### config.mk
export PLATFORM = sky130hd
export DESIGN_NAME = inst_fetch_queue
export DESIGN_NICKNAME = d
export VERILOG_FILES = /design/src/rtl/inst_fetch_queue.sv
export SDC_FILE = /design/constraint.sdc
export NUM_CORES = 1
export LEC_CHECK = 0
export BUFFER_PORTS_ARGS = -buffer_cell sky130_fd_sc_hd__buf_2
export CAP_MARGIN = 25
export CORE_MARGIN = 4
export CORE_UTILIZATION = 50
export DETAILED_ROUTE_END_ITERATION = 10
export PLACE_DENSITY = 0.73
export SLEW_MARGIN = 0
export SYNTH_ARGS = -nofsm -noshare
export SYNTH_HDL_FRONTEND = slang
export SYNTH_SLANG_ARGS = --single-unit
### constraint.sdc
create_clock -name Clock -period 3.55 [get_ports Clock]
set_clock_uncertainty 0.15 [all_clocks]
set_input_delay 0 -clock Clock [delete_from_list [all_inputs] [get_ports Clock]]
set_output_delay 0 -clock Clock [all_outputs]
set_load 0.05 [all_outputs]
### src/rtl/inst_fetch_queue.sv
`default_nettype none
// ============================================================================
// inst_fetch_queue : circular instruction queue between fetch and decode.
// Revision: 1.0
// ============================================================================
module inst_fetch_queue #(
  parameter int DEPTH = 4,
  parameter int CW    = 3
) (
  input  logic          Clock,
  input  logic          Reset,
  input  logic          In_Valid,
  input  logic [31:0]   In_Inst,
  input  logic [31:0]   In_PC4,
  output logic          In_Ready,
  input  logic          Flush,
  output logic          Out_Valid,
  output logic [31:0]   Out_Inst,
  output logic [31:0]   Out_PC4,
  input  logic          Out_Ready,
  output logic [CW-1:0] Count,
  output logic          Drop
);

  localparam int            AW     = (DEPTH > 1) ? $clog2(DEPTH) : 1;
  localparam logic [CW-1:0] c_FULL = CW'(DEPTH);
  localparam logic [AW-1:0] c_ONE  = AW'(1);

  logic [63:0]   mem_q [DEPTH];
  logic [AW-1:0] head_q, head_d;
  logic [AW-1:0] tail_q, tail_d;
  logic [CW-1:0] count_q, count_d;
  logic          drop_q, drop_d;
  logic          w_push, w_pop;

  // Ready is decoded from the registered count only, so a pop in the same
  // cycle can never free a slot for a push while full.
  assign In_Ready  = (count_q < c_FULL);
  assign Out_Valid = (count_q != '0);
  assign Out_Inst  = Out_Valid ? mem_q[head_q][31:0]  : 32'h0000_0000;
  assign Out_PC4   = Out_Valid ? mem_q[head_q][63:32] : 32'h0000_0000;
  assign Count     = count_q;
  assign Drop      = drop_q;

  always_comb begin
    w_push  = In_Valid & In_Ready & ~Flush & ~Reset;
    w_pop   = Out_Valid & Out_Ready & ~Flush & ~Reset;
    head_d  = head_q;
    tail_d  = tail_q;
    count_d = count_q;
    drop_d  = In_Valid & ~In_Ready & ~Flush;
    if (w_push) tail_d = tail_q + c_ONE;
    if (w_pop)  head_d = head_q + c_ONE;
    if (w_push && !w_pop)      count_d = count_q + CW'(1);
    else if (w_pop && !w_push) count_d = count_q - CW'(1);
    if (Flush) begin
      head_d  = '0;
      tail_d  = '0;
      count_d = '0;
    end
  end

  always_ff @(posedge Clock) begin
    if (Reset) begin
      head_q  <= '0;
      tail_q  <= '0;
      count_q <= '0;
      drop_q  <= 1'b0;
    end else begin
      head_q  <= head_d;
      tail_q  <= tail_d;
      count_q <= count_d;
      drop_q  <= drop_d;
    end
  end

  // Storage is never cleared; only pointers and count define validity.
  always_ff @(posedge Clock) begin
    if (w_push) mem_q[tail_q] <= {In_PC4, In_Inst};
  end

endmodule
`default_nettype wire

==> impl_results.md <==
- Status: finished clean
- Vias: 4982
- Family with the most delay on the worst path: buffers and inverters
- Vias in the first global route: 5314
- Peak VDD IR: 0.3947 mV
- HPWL Detailed: 11010 µm
- Iteration-0 DRC Markers: 212
- Row cnt: 52
- Power Density: 502.5 nW/µm²
- P_int: 5.078 mW
- Required @ worst endpoint: between 3 and 4 ns
- Sequential share of power: a little over half
- Global-route wire length before repair: 28800 µm
- Number of port buffers: roughly 140
- Max Cap Violations: 0
- Rel. slew slack: 36.80%
- DR WL/cell: 19.30 µm
- Maximum fanout along the worst path: 19
- Worst Path Arrival: 2.48 ns
- Largest net degree at the start of global routing: 66
- Crit path time final: 2.625 ns
- 1st-pass router iterations: 5
- Post-DR vias/cell: 5.147
- Worst hold slack: 0.09235 ns
- ANT cells: 0
- Final setup viols: 0
- Synth Register Bits: between 200 and 300
- Most common cell after layout, fill and taps aside: edfxtp_1
- Setup_tns: 0 ns
- Hold crit path type: input pin to register
- Worst path bufs/invs: 2
- Avg Cell Area, Syn: 22.46 µm²
- CP max-delay cell: dfxtp_4
- Fmax: 381.0 MHz
- Die width: 151.1 µm
- Fin crit share: 73.94%
- Net Switching: around 1.3 mW
- Slew @ Worst Pin: 0.9480 ns
- Worst skew pair latency: 0.51 ns
- YS warnings: 0
- Root Driver: clkbuf_16
- Die Ht: 151.1 µm
- Antenna violations before repair: 0
- Initial core utilization: approximately 51%
- Max incr delay on CP: between 0.5 and 0.6 ns
- Post-place setup slack: 0.9008 ns
- GRT Resource Usage Total: 16.62%
- Power share of the combinational group: about 6.4%
- Most frequent cells in the layout: edfxtp_1 (256), buf_2 (138), dlygate4sd3_1 (72)
- Nets@finish: approximately 750
- Synth area leaders: edfxtp_1 (75%), mux4_2 (13%), and2_1 (4.2%), dfxtp_1 (2.0%), buf_12 (1.2%)
- Startpoint types: register
- Die ar.: 22840 µm²
- Yosys top cell area share: between 70% and 80%
- Crit-path cells: buf_4 > mux4_2 > and2_1 > buf_2
- Unrepaired setup endpoints after global routing: no
- Hold Vio Cnt, Final: 0
- CORE AREA: around 20000 µm²
- CTS resizes: 0
- Cells after synthesis: roughly 460
- Sw frac: 20.48%
- Post-synthesis net count: 531
- IO Count: 139
- H-tree depth: 1
- Leakage: ~4.4 nW
- Clock buffer depth: 3
- CTS tree: done
- Crit Path Category: register to primary output
- Num Clock Sinks: 266
- Area leader, netlist: edfxtp_1
- Fraction of the yosys area taken by sequential cells: 77.01%
- Final setup margin: 0.9250 ns
- Clk pwr share: 39.0%
- Slew Viols, Final: 0
- Layout cells sized above 1: between 30% and 40%
- Clk slew on worst S/H paths: 0.06 ns
- Grt total ovfl: 0
- Mapped Area: roughly 10000 µm²
- CP endpoint kind: primary output
- Synth-to-Final Area Change: 24.07%
- Antenna-violating nets left: 0
- Gpl congestion: 0.7471
- Total Wirelength: between 15000 and 20000 µm
- Yosys cell types: 30
- Total CTS buffers: 26
- DRC: 0
-- metal layers --
layer / routed length, µm / track usage [%] / vias up / share of wire, %
met5: 0 / 0 / - / 0
met4: 364 / 4.760 / 0 / 1.9
met3: 1274 / 3.262 / 25 / 6.8
met2: 9432 / 27.62 / 162 / 50
met1: 7614 / 22.73 / 2494 / 41
li1: - / - / 2301 / -
-- sequential cells by signal (all words and copies together) (netlist names), named ones only --
signal / cells
Count: 3
Drop: 1
head_q: 2
mem_q: 256
tail_q: 2
-- worst reg2reg max path: cells and delay by family, from the launching register on --
family | cells | cell delay (ns)
AND/OR/NAND/NOR | 2 | 0.90
adder cells (fa/ha/maj) | 2 | 0.67
flip-flops | 1 | 0.40
AO/OA/AOI/OAI | 1 | 0.17
XOR/XNOR | 1 | 0.16
buffers and inverters | 1 | 0.06
-- cell families (layout without fill, tap and decap cells) --
logic type / after synthesis / count (layout) / share of synthesized area (%)
flops: 266 / 266 / 77.01
compound gates: 5 / 5 / 0.3297
buf+inv: 26 / 268 / 2.113
simple gates: 83 / 83 / 4.996
xor+xnor: 5 / 5 / 0.4275
fa+ha+maj: 6 / 6 / 0.8063
mux: 65 / 65 / 14.32
-- cell usage after synthesis, drive strengths merged --
| master | n |
|---|---|
| edfxtp | 256 |
| and2 | 68 |
| mux4 | 64 |
| buf | 15 |
| dfxtp | 10 |
| clkbuf | 7 |
| nor2 | 7 |
| ha | 5 |
| inv | 4 |
| xor2 | 4 |
| o31ai | 2 |
| or3 | 2 |
| a21oi | 1 |
| and3 | 1 |
| fa | 1 |
| mux2i | 1 |
| nand2 | 1 |
| nand3 | 1 |
| nor2b | 1 |
| nor4b | 1 |
| o21ai | 1 |
| o311ai | 1 |
| or2 | 1 |
| xnor2 | 1 |
-- power by group through the flow --
stage | Sequential (mW) | Combinational [mW] | Clock [mW]
2_1_floorplan | 3.56 | 0.220 | 0
4_1_cts | 3.49 | 0.411 | 2.55
6_report | 3.49 | 0.406 | 2.49
5_1_grt | 3.49 | 0.436 | 2.70
3_5_place_dp | 3.55 | 0.347 | 0
3_3_place_gp | 3.55 | 0.338 | 0
-- per-stage QoR --
step	instance area, µm²	cells	power (mW)	utilization (%)
after floorplan	10240	456	3.776	-
after global placement	11200	849	3.887	55.54
after detailed placement	11200	849	3.900	55.54
after CTS	12710	968	6.449	63.00
after global routing	12710	968	6.622	63.00
final	12710	968	6.385	63.00
-- timing repair --
action,CTS,global route
endpoints found under the hold margin,266,0
setup buffers,0,0
endpoints found under the setup margin,0,0
hold buffers,72,0
-- worst paths after layout --
kind                            slack, ns            to  depth (start not counted)  startpoint
worst max-delay path                 0.92   Out_PC4[22]                          4    register
worst min-delay path                 0.09  mem_q[0][60]                          2  In_PC4[28]
worst max register to register       0.95      Count[2]                          7    Count[2]
worst min register to register       0.37     head_q[1]                          2   head_q[1]
-- cell type report --
class                           instances  area, µm²
Sequential cell                       266       7895
Fill cell                            1426       7462
Multi-Input combinational cell        164       2148
Timing Repair Buffer                  217       1526
Clock buffer                           30      686.9
Tap cell                              270      337.8
Clock inverter                         17      97.59
Inverter                                4      15.01
Power figures use the tool's default switching activity.
